[src/rtl/mux_merge_pkg.sv]
// mux_merge_pkg: shared width default, order-tracker states and count-width helper for mux_merge
package mux_merge_pkg;
    localparam int DATA_W_DEF = 8;

    typedef enum logic {SEL_L0, SEL_L1} sel_t;

    function automatic int cnt_w(input int depth);
        return $clog2(depth) + 1;
    endfunction
endpackage

[src/rtl/mux_merge_lane_fifo.sv]
// lane_fifo: per-lane FIFO; ports clk, reset, push/din in, pop in, head/full/empty out, drop pulse when a push is refused
module lane_fifo
    import mux_merge_pkg::*;
#(
    parameter int DATA_W     = DATA_W_DEF,
    parameter int FIFO_DEPTH = 4
) (
    input  logic              clk,
    input  logic              reset,
    input  logic              push,
    input  logic [DATA_W-1:0] din,
    input  logic              pop,
    output logic [DATA_W-1:0] head,
    output logic              full,
    output logic              empty,
    output logic              drop
);
    localparam int CW = cnt_w(FIFO_DEPTH);
    localparam int PW = $clog2(FIFO_DEPTH);

    logic [DATA_W-1:0] mem [FIFO_DEPTH];
    logic [PW-1:0]     wr_ptr, rd_ptr;
    logic [CW-1:0]     count;
    logic              do_pop, accept;

    assign full   = count == CW'(FIFO_DEPTH);
    assign empty  = count == '0;
    assign do_pop = pop && !empty;
    // a full FIFO still takes a byte when its head leaves in the same cycle
    assign accept = push && (!full || do_pop);
    assign drop   = push && !accept;
    assign head   = mem[rd_ptr];

    always_ff @(posedge clk) begin
        if (reset) begin
            wr_ptr <= '0;
            rd_ptr <= '0;
            count  <= '0;
        end else begin
            if (accept) mem[wr_ptr] <= din;
            wr_ptr <= accept ? wr_ptr + PW'(1) : wr_ptr;
            rd_ptr <= do_pop ? rd_ptr + PW'(1) : rd_ptr;
            count  <= count + CW'(accept) - CW'(do_pop);
        end
    end
endmodule

[src/rtl/mux_merge.sv]
// mux_merge: re-interleaves two demuxed byte lanes into one registered stream; ports clk, reset, data_in0/valid_in0, data_in1/valid_in1 in, data_out/valid_out/full0/full1 out, overflow out only with MUX_MERGE_OVF_EN
module mux_merge
    import mux_merge_pkg::*;
#(
    parameter int DATA_W     = DATA_W_DEF,
    parameter int FIFO_DEPTH = 4
) (
    input  logic              clk,
    input  logic              reset,
    input  logic [DATA_W-1:0] data_in0,
    input  logic              valid_in0,
    input  logic [DATA_W-1:0] data_in1,
    input  logic              valid_in1,
    output logic [DATA_W-1:0] data_out,
    output logic              valid_out,
    output logic              full0,
`ifdef MUX_MERGE_OVF_EN
    output logic              full1,
    output logic              overflow
`else
    output logic              full1
`endif
);
    logic [DATA_W-1:0] head0, head1;
    logic              empty0, empty1, pop0, pop1, drop0, drop1;
    sel_t              state, state_nxt;

    lane_fifo #(.DATA_W(DATA_W), .FIFO_DEPTH(FIFO_DEPTH)) u_lane0 (
        .clk(clk), .reset(reset), .push(valid_in0), .din(data_in0), .pop(pop0),
        .head(head0), .full(full0), .empty(empty0), .drop(drop0)
    );

    lane_fifo #(.DATA_W(DATA_W), .FIFO_DEPTH(FIFO_DEPTH)) u_lane1 (
        .clk(clk), .reset(reset), .push(valid_in1), .din(data_in1), .pop(pop1),
        .head(head1), .full(full1), .empty(empty1), .drop(drop1)
    );

    // only the expected lane may pop; an empty expected lane stalls the stream
    always_comb begin
        pop0      = state == SEL_L0 && !empty0;
        pop1      = state == SEL_L1 && !empty1;
        state_nxt = pop0 ? SEL_L1 : pop1 ? SEL_L0 : state;
    end

    always_ff @(posedge clk) begin
        if (reset) begin
            state     <= SEL_L0;
            data_out  <= '0;
            valid_out <= 1'b0;
        end else begin
            state     <= state_nxt;
            valid_out <= pop0 || pop1;
            data_out  <= pop0 ? head0 : pop1 ? head1 : data_out;
        end
    end

`ifdef MUX_MERGE_OVF_EN
    always_ff @(posedge clk) begin
        if (reset) overflow <= 1'b0;
        else if (drop0 || drop1) overflow <= 1'b1;
    end
`else
    logic unused_drop;
    assign unused_drop = drop0 | drop1;
`endif
endmodule

[config.mk]
export PLATFORM = sky130hd
export DESIGN_NAME = mux_merge
export DESIGN_NICKNAME = d
export VERILOG_FILES = /design/src/rtl/mux_merge_pkg.sv /design/src/rtl/mux_merge_lane_fifo.sv /design/src/rtl/mux_merge.sv
export SDC_FILE = /design/constraint.sdc
export NUM_CORES = 1
export LEC_CHECK = 0
export ABC_AREA = 1
export CAP_MARGIN = 20
export CORE_MARGIN = 2
export CORE_UTILIZATION = 38
export CTS_CLUSTER_SIZE = 40
export DETAILED_ROUTE_END_ITERATION = 10
export GPL_ROUTABILITY_DRIVEN = 0
export HOLD_SLACK_MARGIN = 0.12
export PLACE_DENSITY = 0.52
export SLEW_MARGIN = 20
export SYNTH_ARGS = -nofsm -noshare
export SYNTH_HDL_FRONTEND = slang
export SYNTH_HIERARCHICAL = 1
export SYNTH_SLANG_ARGS = --single-unit
[constraint.sdc]
create_clock -name clk -period 3.08 [get_ports clk]
set_clock_uncertainty 0.1 [all_clocks]
set_input_delay 0.616 -clock clk [delete_from_list [all_inputs] [get_ports clk]]
set_output_delay 0.616 -clock clk [all_outputs]
set_load 0.005 [all_outputs]
==> summary.txt <==
post-DR vias/cell - 4.53
mean area per synthesized cell - 10.4 um2
unrepaired setup endpoints after global routing - false
initial antenna violation count - 0
final slew viol count - 0
clock tree from TritonCTS - built
CTS root buffer - clkbuf_8
Tightest Hold Check Type - flip-flop to flip-flop
area of the multi-input gates - 1250 um2
clock slew at reported path FFs - 80 ps
starting density of the core - 39.3%
number of gates resized after cts - 0
final routed wirelength across all metal layers - 7.13 mm
final cell count without fillers - 568
number of global-route vias before repair - 2511
residual overflow from global routing - 0
Fin Setup TNS - 0 ps
Setup CP Type - flip-flop to flip-flop
H-Tree Depth - 3
synthesized netlist net count - 423
cell area power density - 768 nW/um2
data arrival time of the worst path - 2690 ps
final setup vio count - 0
maximum VDD drop - 0.352 mV
first-pass GRT wire length - 12.0 mm
count of input and output buffers - 30
Routed WL per cell - 12.6 um
run status - complete, no violations
# Max-Cap Violations - 0
critical path startpoint category - flip-flop
Die Outline Area - 11500 um2
final hold violations - 0
Final Cycle Share - 82.5%
Die Y-Extent - 107 um
highest net fanout along the worst path - 19
net total in the final layout - 459
Skew-Pair Late Insertion Delay - 360 ps
synthesized area - 4060 um2
maximum clock rate - 393 MHz
post-synthesis cell count - 391
CTS Hold Bufs - 0
first-pass iteration count of the detailed router - 4
Static Leakage - 1.87 nW
share of post-route cells with drive strength above 1 - 13.7%
area of the placeable core - 10300 um2
num rows - 37
number of clock sinks - 92
category of the worst setup path capture point - flip-flop
WP data required - 3230 ps
pin count of the biggest net entering global routing - 20
Yosys warning count - 6
diode count - 0
min cycle time layout - 2540 ps
Antenna Nets Post-Route - 0
drt drc - 0
placed cell areas - 4480 um2
Max clock buf depth - 2
Starting DRT DRC Count - 69
Post-Layout Inst Area - 4670 um2
area of all sequential standard cells - 2480 um2
FILL cells - 968
reg-to-reg setup timing slack - 540 ps
placed wire-length estimate - 4.94 mm
chip width - 107 um
number of buffers added for setup after CTS - 0
total global-route track usage - 13.8%
number of top-level pins - 31
dpl cells - 552
headroom to the max-slew limit - 57.6%
slew of the pin with the lowest slew margin - 635 ps
global routing usage on met3 - 2.72%
most congested layer reported by global routing - met2
total vias in the final route - 2571
CTS buffer count - 9
met2 GRT Util - 22.2%
met1 capacity usage during global routing - 17.7%
area delta synth->final - 15.0%
-- per-layer routing --
metal	share of wire, %	wire length, um
met2	45	3220
met4	2.3	161
met1	50	3530
met5	0	0
met3	3.0	216
-- path summary, 6_finish.rpt --
kind                                     endpoint               from  depth (start not counted)
worst max register to register   u_lane0/count[2]   u_lane0/count[1]                         16
worst min register to register  u_lane0/rd_ptr[1]  u_lane0/rd_ptr[1]                          2
worst max-delay path             u_lane0/count[2]   u_lane0/count[1]                         16
worst min-delay path            u_lane0/rd_ptr[1]  u_lane0/rd_ptr[1]                          2
-- registers in the layout, indices dropped and copies added, names as in the netlist, named ones only --
name	cells
data_out	8
u_lane1/wr_ptr	2
u_lane1/mem	32
valid_out	1
u_lane0/wr_ptr	2
state	1
u_lane1/count	3
u_lane0/rd_ptr	2
u_lane0/mem	32
u_lane0/count	3
u_lane1/rd_ptr	2
-- through the flow --
step | power, mW | utilization [%] | setup slack, ps | hold slack (ps)
global placement | 2.84 | 43.4 | 600 | 390
global route | 3.87 | 45.2 | 251 | 438
CTS | 3.63 | 45.2 | 540 | 409
floorplan | 2.56 | - | 710 | 359
detailed placement | 2.85 | 43.4 | 553 | 396
finish | 3.58 | 45.2 | 538 | 403
-- final cells by class --
type / count / share of cell area [%]
sequential: 92 / 53.2
multi-input combinational: 223 / 26.8
timing repair buffer: 31 / 6.60
inverter: 70 / 5.63
tap: 136 / 3.65
clock buffer: 9 / 2.65
clock inverter: 7 / 1.45
-- cells in the final DEF, fill, tap and decap left out, drive strengths merged --
master          n
fa              2
clkinvlp        2
o21ai          32
a211oi          1
nand2          67
ha             10
o22ai          16
clkinv          4
clkdlybuf4s50  30
nand3          20
buf             1
bufinv          1
dfxtp          28
clkbuf          9
edfxtp         64
xor2            2
a21oi          19
inv            70
nor2           54
-- where the power goes --
part | internal, mW | leakage (nW) | switching [mW] | total (mW)
clock | 0.370 | 0.0926 | 0.407 | 0.777
sequential | 1.48 | 0.811 | 0.133 | 1.61
combinational | 0.464 | 0.967 | 0.729 | 1.19
-- worst max-delay path: stages (launching register included) --
cell and delay (ps):
dfxtp_1 330, nor2_2 150, nand2_2 100, inv_1 100
inv_1 70, nand2_4 210, inv_1 140, inv_1 90
nand3_2 120, nand2_2 80, inv_2 50, nand2_1 50
nand2_1 50, ha_1 190, fa_1 370, xor2_1 180
nor2_1 50
(Power assumes the default switching activity.)
